File: src/rtl/seq_mul_pkg.sv
// ============================================================================
//  Module      : seq_mul_pkg
//  Description : Shared constants for the shift-add sequential multiplier.
//                Provides the state encoding, default width and counter sizing.
//  Revision    : 1.0 - initial release
// ============================================================================
`default_nettype none

package seq_mul_pkg;

    localparam int c_default_width = 4;

    localparam logic [1:0] ST_IDLE = 2'd0;
    localparam logic [1:0] ST_RUN  = 2'd1;
    localparam logic [1:0] ST_DONE = 2'd2;

    // Counter must hold the value WIDTH itself, hence one bit beyond clog2.
    function automatic int cnt_width(input int width);
        return $clog2(width) + 1;
    endfunction

endpackage

`default_nettype wire

File: src/rtl/seq_mul_regbank_n.sv
// ============================================================================
//  Module      : seq_mul_regbank_n
//  Description : {cy, acc, q} product register with the conditional adder;
//                performs one add-then-shift-right step per enabled cycle.
//  Revision    : 1.0 - initial release
// ============================================================================
`default_nettype none

module seq_mul_regbank_n #(
    parameter int WIDTH = 4
) (
    input  logic               clk,
    input  logic               rst,
    input  logic               load,
    input  logic               shift,
    input  logic [WIDTH-1:0]   mcand,
    input  logic [WIDTH-1:0]   q_init,
    output logic [2*WIDTH-1:0] prod_next
);

    logic               r_cy;
    logic [WIDTH-1:0]   r_acc;
    logic [WIDTH-1:0]   r_q;
    logic [WIDTH:0]     w_sum;
    logic [WIDTH-1:0]   w_addend;

    assign w_addend  = r_q[0] ? mcand : '0;
    assign w_sum     = {r_cy, r_acc} + {1'b0, w_addend};
    // Value the register takes after this cycle's add and shift.
    assign prod_next = {w_sum, r_q[WIDTH-1:1]};

    always_ff @(posedge clk) begin
        if (rst) begin
            r_cy  <= 1'b0;
            r_acc <= '0;
            r_q   <= '0;
        end else if (load) begin
            r_cy  <= 1'b0;
            r_acc <= '0;
            r_q   <= q_init;
        end else if (shift) begin
            {r_cy, r_acc, r_q} <= {1'b0, w_sum, r_q[WIDTH-1:1]};
        end
    end

endmodule

`default_nettype wire

File: src/rtl/seq_mul_unit.sv
// ============================================================================
//  Module      : seq_mul_unit
//  Description : WIDTH x WIDTH sequential shift-add multiplier with
//                start/busy/done handshake and held result register.
//                Define SEQ_MUL_SIGNED_EN for two's complement operands.
//  Revision    : 1.0 - initial release
// ============================================================================
`default_nettype none

module seq_mul_unit
    import seq_mul_pkg::*;
#(
    parameter int WIDTH = c_default_width
) (
    input  logic               clk,
    input  logic               rst,
    input  logic               start,
    input  logic [WIDTH-1:0]   a,
    input  logic [WIDTH-1:0]   b,
    output logic               busy,
    output logic               done,
    output logic [2*WIDTH-1:0] p
);

    localparam int               CNT_W      = cnt_width(WIDTH);
    localparam logic [CNT_W-1:0] c_cnt_init = CNT_W'(WIDTH);
    localparam logic [CNT_W-1:0] c_cnt_one  = CNT_W'(1);

    logic [1:0]         r_state;
    logic [CNT_W-1:0]   r_cnt;
    logic [WIDTH-1:0]   r_mcand;
    logic [2*WIDTH-1:0] r_p;
    logic               w_accept;
    logic               w_shift;
    logic [WIDTH-1:0]   w_load_a;
    logic [WIDTH-1:0]   w_load_b;
    logic [2*WIDTH-1:0] w_prod;
    logic [2*WIDTH-1:0] w_result;

    assign w_accept = start && (r_state == ST_IDLE || r_state == ST_DONE);
    assign w_shift  = (r_state == ST_RUN);

`ifdef SEQ_MUL_SIGNED_EN
    logic r_sgn;

    // Magnitudes as unsigned WIDTH bits: -2^(WIDTH-1) maps to 2^(WIDTH-1).
    assign w_load_a = a[WIDTH-1] ? -a : a;
    assign w_load_b = b[WIDTH-1] ? -b : b;
    assign w_result = r_sgn ? -w_prod : w_prod;

    always_ff @(posedge clk) begin
        if (rst) begin
            r_sgn <= 1'b0;
        end else if (w_accept) begin
            r_sgn <= a[WIDTH-1] ^ b[WIDTH-1];
        end
    end
`else
    assign w_load_a = a;
    assign w_load_b = b;
    assign w_result = w_prod;
`endif

    seq_mul_regbank_n #(
        .WIDTH     (WIDTH)
    ) u_regbank (
        .clk       (clk),
        .rst       (rst),
        .load      (w_accept),
        .shift     (w_shift),
        .mcand     (r_mcand),
        .q_init    (w_load_b),
        .prod_next (w_prod)
    );

    always_ff @(posedge clk) begin
        if (rst) begin
            r_state <= ST_IDLE;
            r_cnt   <= '0;
            r_mcand <= '0;
            r_p     <= '0;
        end else begin
            case (r_state)
                ST_IDLE, ST_DONE: begin
                    if (start) begin
                        r_mcand <= w_load_a;
                        r_cnt   <= c_cnt_init;
                        r_state <= ST_RUN;
                    end else begin
                        r_state <= ST_IDLE;
                    end
                end
                ST_RUN: begin
                    r_cnt <= r_cnt - c_cnt_one;
                    if (r_cnt == c_cnt_one) begin
                        r_p     <= w_result;
                        r_state <= ST_DONE;
                    end
                end
                default: r_state <= ST_IDLE;
            endcase
        end
    end

    assign busy = (r_state == ST_RUN);
    assign done = (r_state == ST_DONE);
    assign p    = r_p;

endmodule

`default_nettype wire

File: config.mk
export PLATFORM = sky130hd
export DESIGN_NAME = seq_mul_unit
export DESIGN_NICKNAME = d
export VERILOG_FILES = /design/src/rtl/seq_mul_pkg.sv /design/src/rtl/seq_mul_regbank_n.sv /design/src/rtl/seq_mul_unit.sv
export SDC_FILE = /design/constraint.sdc
export NUM_CORES = 1
export LEC_CHECK = 0
export ABC_AREA = 0
export CAP_MARGIN = 5
export CORE_UTILIZATION = 45
export DETAILED_ROUTE_END_ITERATION = 16
export HOLD_SLACK_MARGIN = 0.03
export PLACE_DENSITY = 0.8
export SYNTH_ARGS = -nofsm -noshare
export SYNTH_HDL_FRONTEND = slang
export SYNTH_HIERARCHICAL = 1
export SYNTH_SLANG_ARGS = --single-unit
File: constraint.sdc
create_clock -name clk -period 1.89 [get_ports clk]
set_input_delay 0.567 -clock clk [delete_from_list [all_inputs] [get_ports clk]]
set_output_delay 0.567 -clock clk [all_outputs]
set_load 0.01 [all_outputs]
# Word level (Yosys, flattened, before mapping)
# Index checks and enable logic that the tools add are counted.
[totals] reg_bits=25 inputBits=11 output_inout_bits=10 word_cells=31
[op_classes] addsub=2 n_eq_ne=5 mux=8 n_reduce_logical=10
[op_table] op="4-bit 2-to-1 mux" n=3
[op_table] op="3-bit case mux with 2 select lines" n=1
[op_table] op="2-bit AND reduction" n=3
[op_table] op="4-bit by 4-bit adder with 5-bit output" n=1
[op_table] op="2-bit case mux with 2 select lines" n=1
[op_table] op="2-bit nonzero test" n=2
[op_table] op="2-bit OR reduction" n=2
[op_table] op="3-bit by 1-bit equality test with 1-bit output (second input constant)" n=1
[op_table] op="3-bit 2-to-1 mux" n=1
[op_table] op="3-bit by 1-bit subtractor with 3-bit output (second input constant)" n=1
[op_table] op="2-bit by 1-bit equality test with 1-bit output (second input constant)" n=1
[op_table] op="2-bit equality test (second input constant)" n=1
[op_table] op="2-bit zero test" n=1
[op_table] op="2-bit 2-to-1 mux" n=1
[op_table] op="2-bit by 1-bit inequality test with 1-bit output (second input constant)" n=1
[op_table] op="2-bit inequality test (second input constant)" n=1
[op_table] op="1-bit logical AND" n=1
[op_table] op="1-bit logical OR" n=1
[op_table] op="1-bit 2-to-1 mux" n=1

# Logic depth before layout (Yosys ltp)
# Gate-level depths: netlist of run 1.
[depth] word_depth=4 depth_mapped=9 ltp_nobuf=9

# By module
# The synthesis of run 1 kept the hierarchy.
[modules_own_cells] mod="seq_mul_unit" n_inst=1 cells_each=81 area_each_um2=668.1 seq_area_each_um2=340.3
[modules_own_cells] mod="seq_mul_regbank_n" n_inst=1 cells_each=58 area_each_um2=563.0 seq_area_each_um2=160.2

# Least setup slack after synthesis of run 1
# OpenSTA, ideal clock, no wires.
[synth_path] path_type="flip-flop to flip-flop" start="register u_regbank.r_q[0]" end="register u_regbank.r_acc[0]" setup_ns=0.114 t_arrival_ns=1.430 t_required_ns=1.776 slack_ns=0.346 path_stages_with_launch=6 path_buffers=0 period_less_slack_ns=1.544 path_cell_list="dfxtp_1 and2_1 ha_1 inv_1 fa_1 a2111oi_0"
[synth_via] elab_chain_len=2
[synth_rtl] item="start, declared" line="seq_mul_regbank_n.sv:23" rtl="logic [WIDTH-1:0] r_q;"
[synth_rtl] item="start signal, assigned" line="seq_mul_regbank_n.sv:40" rtl="r_q <= q_init;"
[synth_rtl] item="start signal, assigned" line="seq_mul_regbank_n.sv:42" rtl="{r_cy, r_acc, r_q} <= {1'b0, w_sum, r_q[WIDTH-1:1]};"
[synth_rtl] item="4-bit 2-to-1 mux" line="seq_mul_regbank_n.sv:27" rtl="assign w_addend = r_q[0] ? mcand : '0;"
[synth_rtl] item="4-bit by 4-bit adder with 5-bit output" line="seq_mul_regbank_n.sv:28" rtl="assign w_sum = {r_cy, r_acc} + {1'b0, w_addend};"
[synth_rtl] item="end signal, assigned" line="seq_mul_regbank_n.sv:42"
[synth_rtl] item="end, declared" line="seq_mul_regbank_n.sv:22" rtl="logic [WIDTH-1:0] r_acc;"
# Every way passes these cells.
# A chain may end at the register's enable or synchronous reset.

# Final worst setup path of run 1
[layout_path] start="register r_p[4] (netlist: p[4])" end="output p[4]"
[layout_lines] item="start, declared" line="seq_mul_unit.sv:32" rtl="logic [2*WIDTH-1:0] r_p;"
[layout_lines] item="start signal, assigned" line="seq_mul_unit.sv:96" rtl="r_p <= w_result;"
[layout_lines] item="end, declared" line="seq_mul_unit.sv:22" rtl="output logic [2*WIDTH-1:0] p"
# No word-level cell between the ends.

==> run_summary.xml, run 1 <==
<?xml version="1.0" encoding="UTF-8"?>
<metrics>
  <group name="status">
    <metric name="outcome" unit="">completed</metric>
  </group>
  <group name="yosys">
    <metric name="synthesis.nets" unit="">157</metric>
    <metric name="ffs_latches_synth" unit="">25</metric>
    <metric name="post_syn_area" unit="sq um">1230</metric>
    <metric name="yosysUniqueCellTypes" unit="">34</metric>
    <metric name="synthDominantCellAreaShare" unit="%">40.7</metric>
    <metric name="yosys.area.top_type" unit="">dfxtp_1</metric>
    <metric name="postSynthAreaPerCell" unit="sq um">8.86</metric>
    <metric name="synth_cells" unit="">139</metric>
    <metric name="synth.yosys.seq_area_share" unit="%">40.7</metric>
    <metric name="synth_area_leaders" unit="">dfxtp_1 41%, nand2_1 8.8%, ha_1 6.1%</metric>
    <metric name="synthesis.yosys.warnings" unit="">6</metric>
  </group>
  <group name="sta">
    <metric name="max-slew-margin-rel" unit="%">73.6</metric>
    <metric name="worst_slack" unit="ps">102</metric>
    <metric name="grt_setup_unrepaired" unit="">false</metric>
    <metric name="layout_min_cycle_time" unit="ps">1790</metric>
    <metric name="timing.clock.skew" unit="ps">5.48</metric>
    <metric name="setup-violations-final" unit="">0</metric>
    <metric name="timing_hold_violations_final" unit="">0</metric>
    <metric name="tns" unit="ps">0</metric>
    <metric name="top_achievable_clock_speed" unit="MHz">559</metric>
    <metric name="slew_viol_final" unit="">0</metric>
    <metric name="final.period_utilization" unit="%">94.6</metric>
    <metric name="timing_worst_slew_pin_value" unit="ps">394</metric>
  </group>
  <group name="final_layout">
    <metric name="drive_above_1_share" unit="%">11.9</metric>
    <metric name="most_common_library_cell_in_the_layout_ignoring_fill_and_taps" unit="">nand2_1</metric>
    <metric name="antennaDiodeCount" unit="">0</metric>
    <metric name="nets" unit="">178</metric>
    <metric name="areaGrowthSynthToFinish" unit="%">20.0</metric>
    <metric name="mostFrequentLayoutCells" unit="">29 x nand2_1, 23 x dfxtp_1, 18 x clkdlybuf4s50_1</metric>
  </group>
  <group name="cts">
    <metric name="htreeDepth" unit="">1</metric>
    <metric name="worstSkewPairLatency" unit="ps">320</metric>
    <metric name="cts.sinks" unit="">25</metric>
    <metric name="post_cts.repair.setup_buffers" unit="">0</metric>
    <metric name="clk_pin_slew" unit="ps">140</metric>
    <metric name="numCtsBuffers" unit="">3</metric>
    <metric name="ctsRootBufferMaster" unit="">clkbuf_4</metric>
    <metric name="ctsLongestPathBuffers" unit="">2</metric>
    <metric name="tritoncts" unit="">done</metric>
  </group>
  <group name="setup_path">
    <metric name="crit_path_cell_trace" unit="">clkdlybuf4s50_1</metric>
    <metric name="critical_path_arrival" unit="ps">1220</metric>
    <metric name="cp_slowest_cell" unit="">clkdlybuf4s50_1</metric>
    <metric name="max_fanout_on_critical_path" unit="">2</metric>
    <metric name="crit_buf_inv" unit="">1</metric>
    <metric name="timing.setup.critical_path_class" unit="">register to output pin</metric>
    <metric name="timing.critical_path.required" unit="ps">1320</metric>
    <metric name="cp_slowest_stage_delay" unit="ps">540</metric>
    <metric name="cpLargestDelayFamily" unit="">buffers and inverters</metric>
    <metric name="worstSetupEndpointType" unit="">output pin</metric>
    <metric name="worst_setup_path_start_kind" unit="">register</metric>
  </group>
  <group name="die">
    <metric name="io_pins" unit="">21</metric>
    <metric name="floorplan.initialDensity" unit="%">48.8</metric>
    <metric name="fp-row-count" unit="">18</metric>
    <metric name="core_area" unit="sq um">2520</metric>
    <metric name="die_w" unit="um">54.3</metric>
    <metric name="dieArea" unit="sq um">2950</metric>
    <metric name="die_height" unit="um">54.3</metric>
  </group>
  <group name="grt">
    <metric name="grt_first_pass_wirelength" unit="um">3860</metric>
    <metric name="antenna_found_initial" unit="">0</metric>
    <metric name="largest_net_degree_at_the_start_of_global_routing" unit="">20</metric>
    <metric name="grt_overflow_total" unit="">0</metric>
    <metric name="global_routing_usage_summed_across_all_routing_layers" unit="%">18.7</metric>
    <metric name="grt_pass1_vias" unit="">915</metric>
  </group>
  <group name="drt">
    <metric name="drt_pass1_iterations" unit="">4</metric>
    <metric name="route.antenna.remaining_nets" unit="">0</metric>
    <metric name="first_iter_violations" unit="">13</metric>
    <metric name="avgViaCountPerCell" unit="">5.13</metric>
    <metric name="route.final.wire_length" unit="um">2330</metric>
    <metric name="num_vias" unit="">969</metric>
    <metric name="post-route-drc-count" unit="">0</metric>
    <metric name="wl_per_cell" unit="um">12.3</metric>
  </group>
  <group name="hold_path">
    <metric name="timing.hold.worst.class" unit="">register to register</metric>
  </group>
  <group name="power">
    <metric name="vdd_drop_max" unit="mV">0.380</metric>
    <metric name="power.density" unit="nW/um^2">660</metric>
    <metric name="power.leakage" unit="nW">0.603</metric>
  </group>
  <group name="placement">
    <metric name="dpl.hpwl" unit="um">1820</metric>
    <metric name="place_congestion" unit="">0.804</metric>
    <metric name="port_buffers" unit="">20</metric>
    <metric name="worst_setup_timing_slack_at_the_placement_stage" unit="ps">33.7</metric>
  </group>
  <group name="flow_run">
    <metric name="maxCapViolCount" unit="">0</metric>
  </group>
</metrics>
## per-layer routing
layer	wire length, um	part of all wire [%]	global-route usage [%]	vias to the layer above
met4	9	0.39	6.41	0
met3	86	3.7	3.33	2
met5	0	0	0	-
met2	1160	50	31.9	16
met1	1080	46	23.4	447
li1	-	-	-	504
## report_power, final
part | leakage (nW) | total, mW | switching (mW) | internal, mW
Combinational | 0.384 | 0.159 | 0.0762 | 0.0829
Sequential | 0.204 | 0.571 | 0.0183 | 0.553
Clock | 0.0139 | 0.245 | 0.164 | 0.0809
Total | 0.603 | 0.975 | 0.258 | 0.717
## cells in the mapped netlist (all sizes together)
| library cell | number |
|---|---|
| clkbuf | 3 |
| fa | 1 |
| mux2i | 5 |
| nand4bb | 2 |
| nor3 | 1 |
| xnor2 | 2 |
| mux2 | 4 |
| and2 | 3 |
| nor4bb | 1 |
| a21oi | 14 |
| or4 | 1 |
| nand2 | 29 |
| nor2 | 9 |
| o211ai | 1 |
| a211o | 1 |
| ha | 6 |
| dfxtp | 25 |
| a211oi | 1 |
| o41ai | 1 |
| a311oi | 1 |
| nor2b | 2 |
| a2111oi | 1 |
| inv | 9 |
| o21ai | 3 |
| nand2b | 1 |
| and2b | 1 |
| nand3b | 2 |
| a21o | 1 |
| a31oi | 1 |
| buf | 7 |
## timing repair
item                                    CTS  global route
endpoints found under the setup margin    2             2
hold buffers                              0             0
resized for setup                         3             1
## cells by family (layout without fill, tap and decap cells)
group	Yosys count	count (layout)	synth area share (%)
adders and majority gates	7	7	7.72
AOI/OAI and AO/OA	25	25	12.5
buffers and inverters	19	39	8.33
and+or+nand+nor	52	52	20.7
DFF	25	25	40.7
xor gates and xnor gates	2	2	1.42
muxes	9	9	8.64
## worst paths after layout
check | start | end | slack [ps] | cells after the start
max reg2reg | u_regbank/r_q[0] | p[7] | 160 | 9
min | p[3] | p[3] | 460 | 2
min reg2reg | p[3] | p[3] | 460 | 2
max | p[4] | p[4] | 100 | 1
## stage by stage
stage / std cells / hold WS [ps] / cell area [sq um] / total power [mW] / utilization, %
after global routing: 189 / 482 / 1480 / 1.04 / 58.6
after CTS: 189 / 465 / 1480 / 0.990 / 58.5
after global placement: 185 / 439 / 1450 / 0.737 / 57.4
after detailed placement: 185 / 446 / 1450 / 0.743 / 57.4
final: 189 / 465 / 1480 / 0.975 / 58.6
after floorplan: 139 / 432 / 1230 / 0.694 / -
## area by class of cell
cell class | instances | area [sq um]
fill | 240 | 1040
multi-input combinational | 95 | 628
sequential | 25 | 503
timing repair buffer | 26 | 243
tap | 30 | 37.5
inverter | 9 | 36.3
clock buffer | 3 | 22.5
clock inverter | 1 | 7.51
## registers in the layout (all words and copies together) (netlist names)
signal	flops
p	8
r_cnt	3
r_mcand	4
r_state	2
u_regbank/r_acc	4
u_regbank/r_q	4
Note: power is estimated with default switching activity, not from simulation.
==> run 2, diff against run 1 <==
--- a/config.mk
+++ b/config.mk
@@ -10,6 +10,7 @@
 export CORE_UTILIZATION = 45
 export DETAILED_ROUTE_END_ITERATION = 16
 export HOLD_SLACK_MARGIN = 0.03
+export MAX_ROUTING_LAYER = met4
 export PLACE_DENSITY = 0.8
 export SYNTH_ARGS = -nofsm -noshare
 export SYNTH_HDL_FRONTEND = slang
==> constraint.sdc (replaced) <==
create_clock -name clk -period 2.1 [get_ports clk]
set_input_delay 0.63 -clock clk [delete_from_list [all_inputs] [get_ports clk]]
set_output_delay 0.63 -clock clk [all_outputs]
set_load 0.01 [all_outputs]
==> run 2 against run 1 <==
Against the previous run: sequential power is 10% lower; combinational power is 11% lower; largest power group unchanged; sequential share of layout area is 0.26 points higher; clock skew is 2.6 ps lower; utilization is 0.60 points lower; critical path depth is 1 higher; clock power is 13% lower; non-clock buffer count is 2 lower; power is 11% lower; final cell count is 1.1% lower; global-route usage is 0.36 points lower.
==> run_summary.xml, run 2 (same netlist as run 1, synthesis figures left out) <==
<?xml version="1.0" encoding="UTF-8"?>
<metrics>
  <group name="setup_path">
    <metric name="worst-path-stages" unit="">2</metric>
    <metric name="timing.critical_path.required" unit="ps">1470</metric>
    <metric name="worst_setup_path_start_kind" unit="">register</metric>
    <metric name="cp_slowest_stage_delay" unit="ps">530</metric>
    <metric name="cp_slowest_cell" unit="">clkdlybuf4s50_1</metric>
    <metric name="max_fanout_on_critical_path" unit="">5</metric>
    <metric name="timing.setup.critical_path_class" unit="">register to output pin</metric>
    <metric name="cpLargestDelayFamily" unit="">buffers and inverters</metric>
    <metric name="critical_path_arrival" unit="ps">1380</metric>
    <metric name="worstSetupEndpointType" unit="">output pin</metric>
    <metric name="r2r.worst_path.cells" unit="">9</metric>
    <metric name="crit_buf_inv" unit="">1</metric>
    <metric name="crit_path_cell_trace" unit="">and2b_1 &gt; clkdlybuf4s50_1</metric>
  </group>
  <group name="cts">
    <metric name="ctsRootBufferMaster" unit="">clkbuf_4</metric>
    <metric name="worstSkewPairLatency" unit="ps">310</metric>
    <metric name="cts_resized" unit="">1</metric>
    <metric name="cts_hold_buffers_added" unit="">0</metric>
    <metric name="tritoncts" unit="">done</metric>
    <metric name="numCtsBuffers" unit="">3</metric>
    <metric name="ctsLongestPathBuffers" unit="">2</metric>
    <metric name="clk_pin_slew" unit="ps">130</metric>
    <metric name="htreeDepth" unit="">1</metric>
    <metric name="cts.sinks" unit="">25</metric>
    <metric name="post_cts.repair.setup_buffers" unit="">0</metric>
  </group>
  <group name="grt">
    <metric name="largest_net_degree_at_the_start_of_global_routing" unit="">20</metric>
    <metric name="grt_overflow_total" unit="">0</metric>
    <metric name="grt_first_pass_wirelength" unit="um">3730</metric>
    <metric name="global_routing_usage_summed_across_all_routing_layers" unit="%">18.3</metric>
    <metric name="antenna_found_initial" unit="">0</metric>
    <metric name="grt_pass1_vias" unit="">850</metric>
    <metric name="gr-usage-met3" unit="%">5.00</metric>
    <metric name="grt_util_met1" unit="%">22.7</metric>
    <metric name="busiest_layer_in_global_routing" unit="">met2</metric>
    <metric name="gr-usage-met2" unit="%">30.3</metric>
  </group>
  <group name="placement">
    <metric name="dpl.cell_count" unit="">183</metric>
    <metric name="worst_setup_timing_slack_at_the_placement_stage" unit="ps">186</metric>
    <metric name="dpl.hpwl" unit="um">1850</metric>
    <metric name="port_buffers" unit="">20</metric>
    <metric name="place_congestion" unit="">0.759</metric>
  </group>
  <group name="status">
    <metric name="outcome" unit="">completed</metric>
  </group>
  <group name="die">
    <metric name="fp-row-count" unit="">18</metric>
    <metric name="die_height" unit="um">54.3</metric>
    <metric name="die_w" unit="um">54.3</metric>
    <metric name="core_area" unit="sq um">2520</metric>
    <metric name="floorplan.initialDensity" unit="%">48.8</metric>
    <metric name="dieArea" unit="sq um">2950</metric>
    <metric name="io_pins" unit="">21</metric>
  </group>
  <group name="sta">
    <metric name="layout_min_cycle_time" unit="ps">2010</metric>
    <metric name="timing_worst_slew_pin_value" unit="ps">364</metric>
    <metric name="worst_slack" unit="ps">92.1</metric>
    <metric name="timing.clock.skew" unit="ps">2.87</metric>
    <metric name="slew_viol_final" unit="">0</metric>
    <metric name="timing_hold_violations_final" unit="">0</metric>
    <metric name="top_achievable_clock_speed" unit="MHz">498</metric>
    <metric name="grt_setup_unrepaired" unit="">false</metric>
    <metric name="tns" unit="ps">0</metric>
    <metric name="setup-violations-final" unit="">0</metric>
    <metric name="final.period_utilization" unit="%">95.6</metric>
    <metric name="max-slew-margin-rel" unit="%">75.6</metric>
  </group>
  <group name="final_layout">
    <metric name="nets" unit="">176</metric>
    <metric name="areaGrowthSynthToFinish" unit="%">18.8</metric>
    <metric name="most_common_library_cell_in_the_layout_ignoring_fill_and_taps" unit="">nand2_1</metric>
    <metric name="final_cells" unit="">187</metric>
    <metric name="mostFrequentLayoutCells" unit="">29 x nand2_1, 24 x dfxtp_1, 19 x clkdlybuf4s50_1</metric>
    <metric name="fin_util" unit="%">58.0</metric>
    <metric name="number_of_flip_flops_under_the_largest_register_name" unit="">8</metric>
    <metric name="drive_above_1_share" unit="%">9.55</metric>
    <metric name="antennaDiodeCount" unit="">0</metric>
  </group>
  <group name="hold_path">
    <metric name="worst_hold_path.num_cells" unit="">2</metric>
    <metric name="timing.hold.worst.class" unit="">register to register</metric>
  </group>
  <group name="power">
    <metric name="vdd_drop_max" unit="mV">0.480</metric>
    <metric name="power.density" unit="nW/um^2">593</metric>
    <metric name="switchingPower" unit="uW">224</metric>
    <metric name="intPower" unit="uW">644</metric>
    <metric name="power.leakage" unit="nW">0.600</metric>
    <metric name="p_total" unit="uW">868</metric>
    <metric name="power.clock.fraction" unit="%">24.5</metric>
    <metric name="power_frac_comb" unit="%">16.3</metric>
    <metric name="seq_power_share" unit="%">59.2</metric>
    <metric name="sw_share" unit="%">25.8</metric>
  </group>
  <group name="drt">
    <metric name="first_iter_violations" unit="">21</metric>
    <metric name="wl_per_cell" unit="um">12.8</metric>
    <metric name="drt_pass1_iterations" unit="">4</metric>
    <metric name="num_vias" unit="">975</metric>
    <metric name="route.final.wire_length" unit="um">2400</metric>
    <metric name="route.antenna.remaining_nets" unit="">0</metric>
    <metric name="post-route-drc-count" unit="">0</metric>
    <metric name="avgViaCountPerCell" unit="">5.21</metric>
  </group>
  <group name="flow_run">
    <metric name="maxCapViolCount" unit="">0</metric>
  </group>
</metrics>
-- run 2: cell types whose count changed in the layout (fill, tap and decap cells not counted), sizes merged --
cell           previous run  this run
buf                       6         4
clkbuf                    3         4
clkdlybuf4s50            18        19
clkinvlp                  1         0
dlygate4sd2               2         0
dlymetal6s2s              0         1
-- run 2: power by group through the flow --
stage	Combinational [mW]	Sequential, mW	Clock [mW]
final	0.141	0.514	0.213
after global routing	0.156	0.516	0.240
after CTS	0.142	0.514	0.217
after detailed placement	0.141	0.524	0
after global placement	0.137	0.522	0
after floorplan	0.106	0.519	0
-- run 2: worst register-to-register path: stages (launching register included) --
cell     delay (ps)
dfxtp_1         400
and2_1          180
ha_1            190
inv_1            60
fa_1            390
nor2b_1         120
o21ai_0         130
nand2_1         110
nand2_1          60
a21oi_1         100
-- run 2: path summary, 6_finish.rpt --
kind                     from          to  slack [ps]
min reg2reg        r_mcand[2]  r_mcand[2]         460
max reg2reg  u_regbank/r_q[0]        p[7]         310
min                r_mcand[2]  r_mcand[2]         460
max                r_state[0]        done          90
-- run 2: area by class of cell --
cell class / instances / area, sq um
Tap cell: 30 / 37.5
Sequential cell: 25 / 502
Clock buffer: 4 / 26.3
Inverter: 9 / 36.3
Fill cell: 236 / 1060
Timing Repair Buffer: 24 / 233
Multi-Input combinational cell: 95 / 628
-- run 2: per-layer routing --
metal  vias up  wire length, um
met5         -                0
met4         0                9
met3         2              105
met2        22             1180
met1       456             1100
li1        495                -
-- run 2: metrics by stage --
stage / cell area, sq um / hold WS, ps
after global placement: 1430 / 446
after global routing: 1460 / 483
after floorplan: 1230 / 432
after CTS: 1460 / 465
final: 1460 / 462
after detailed placement: 1430 / 447
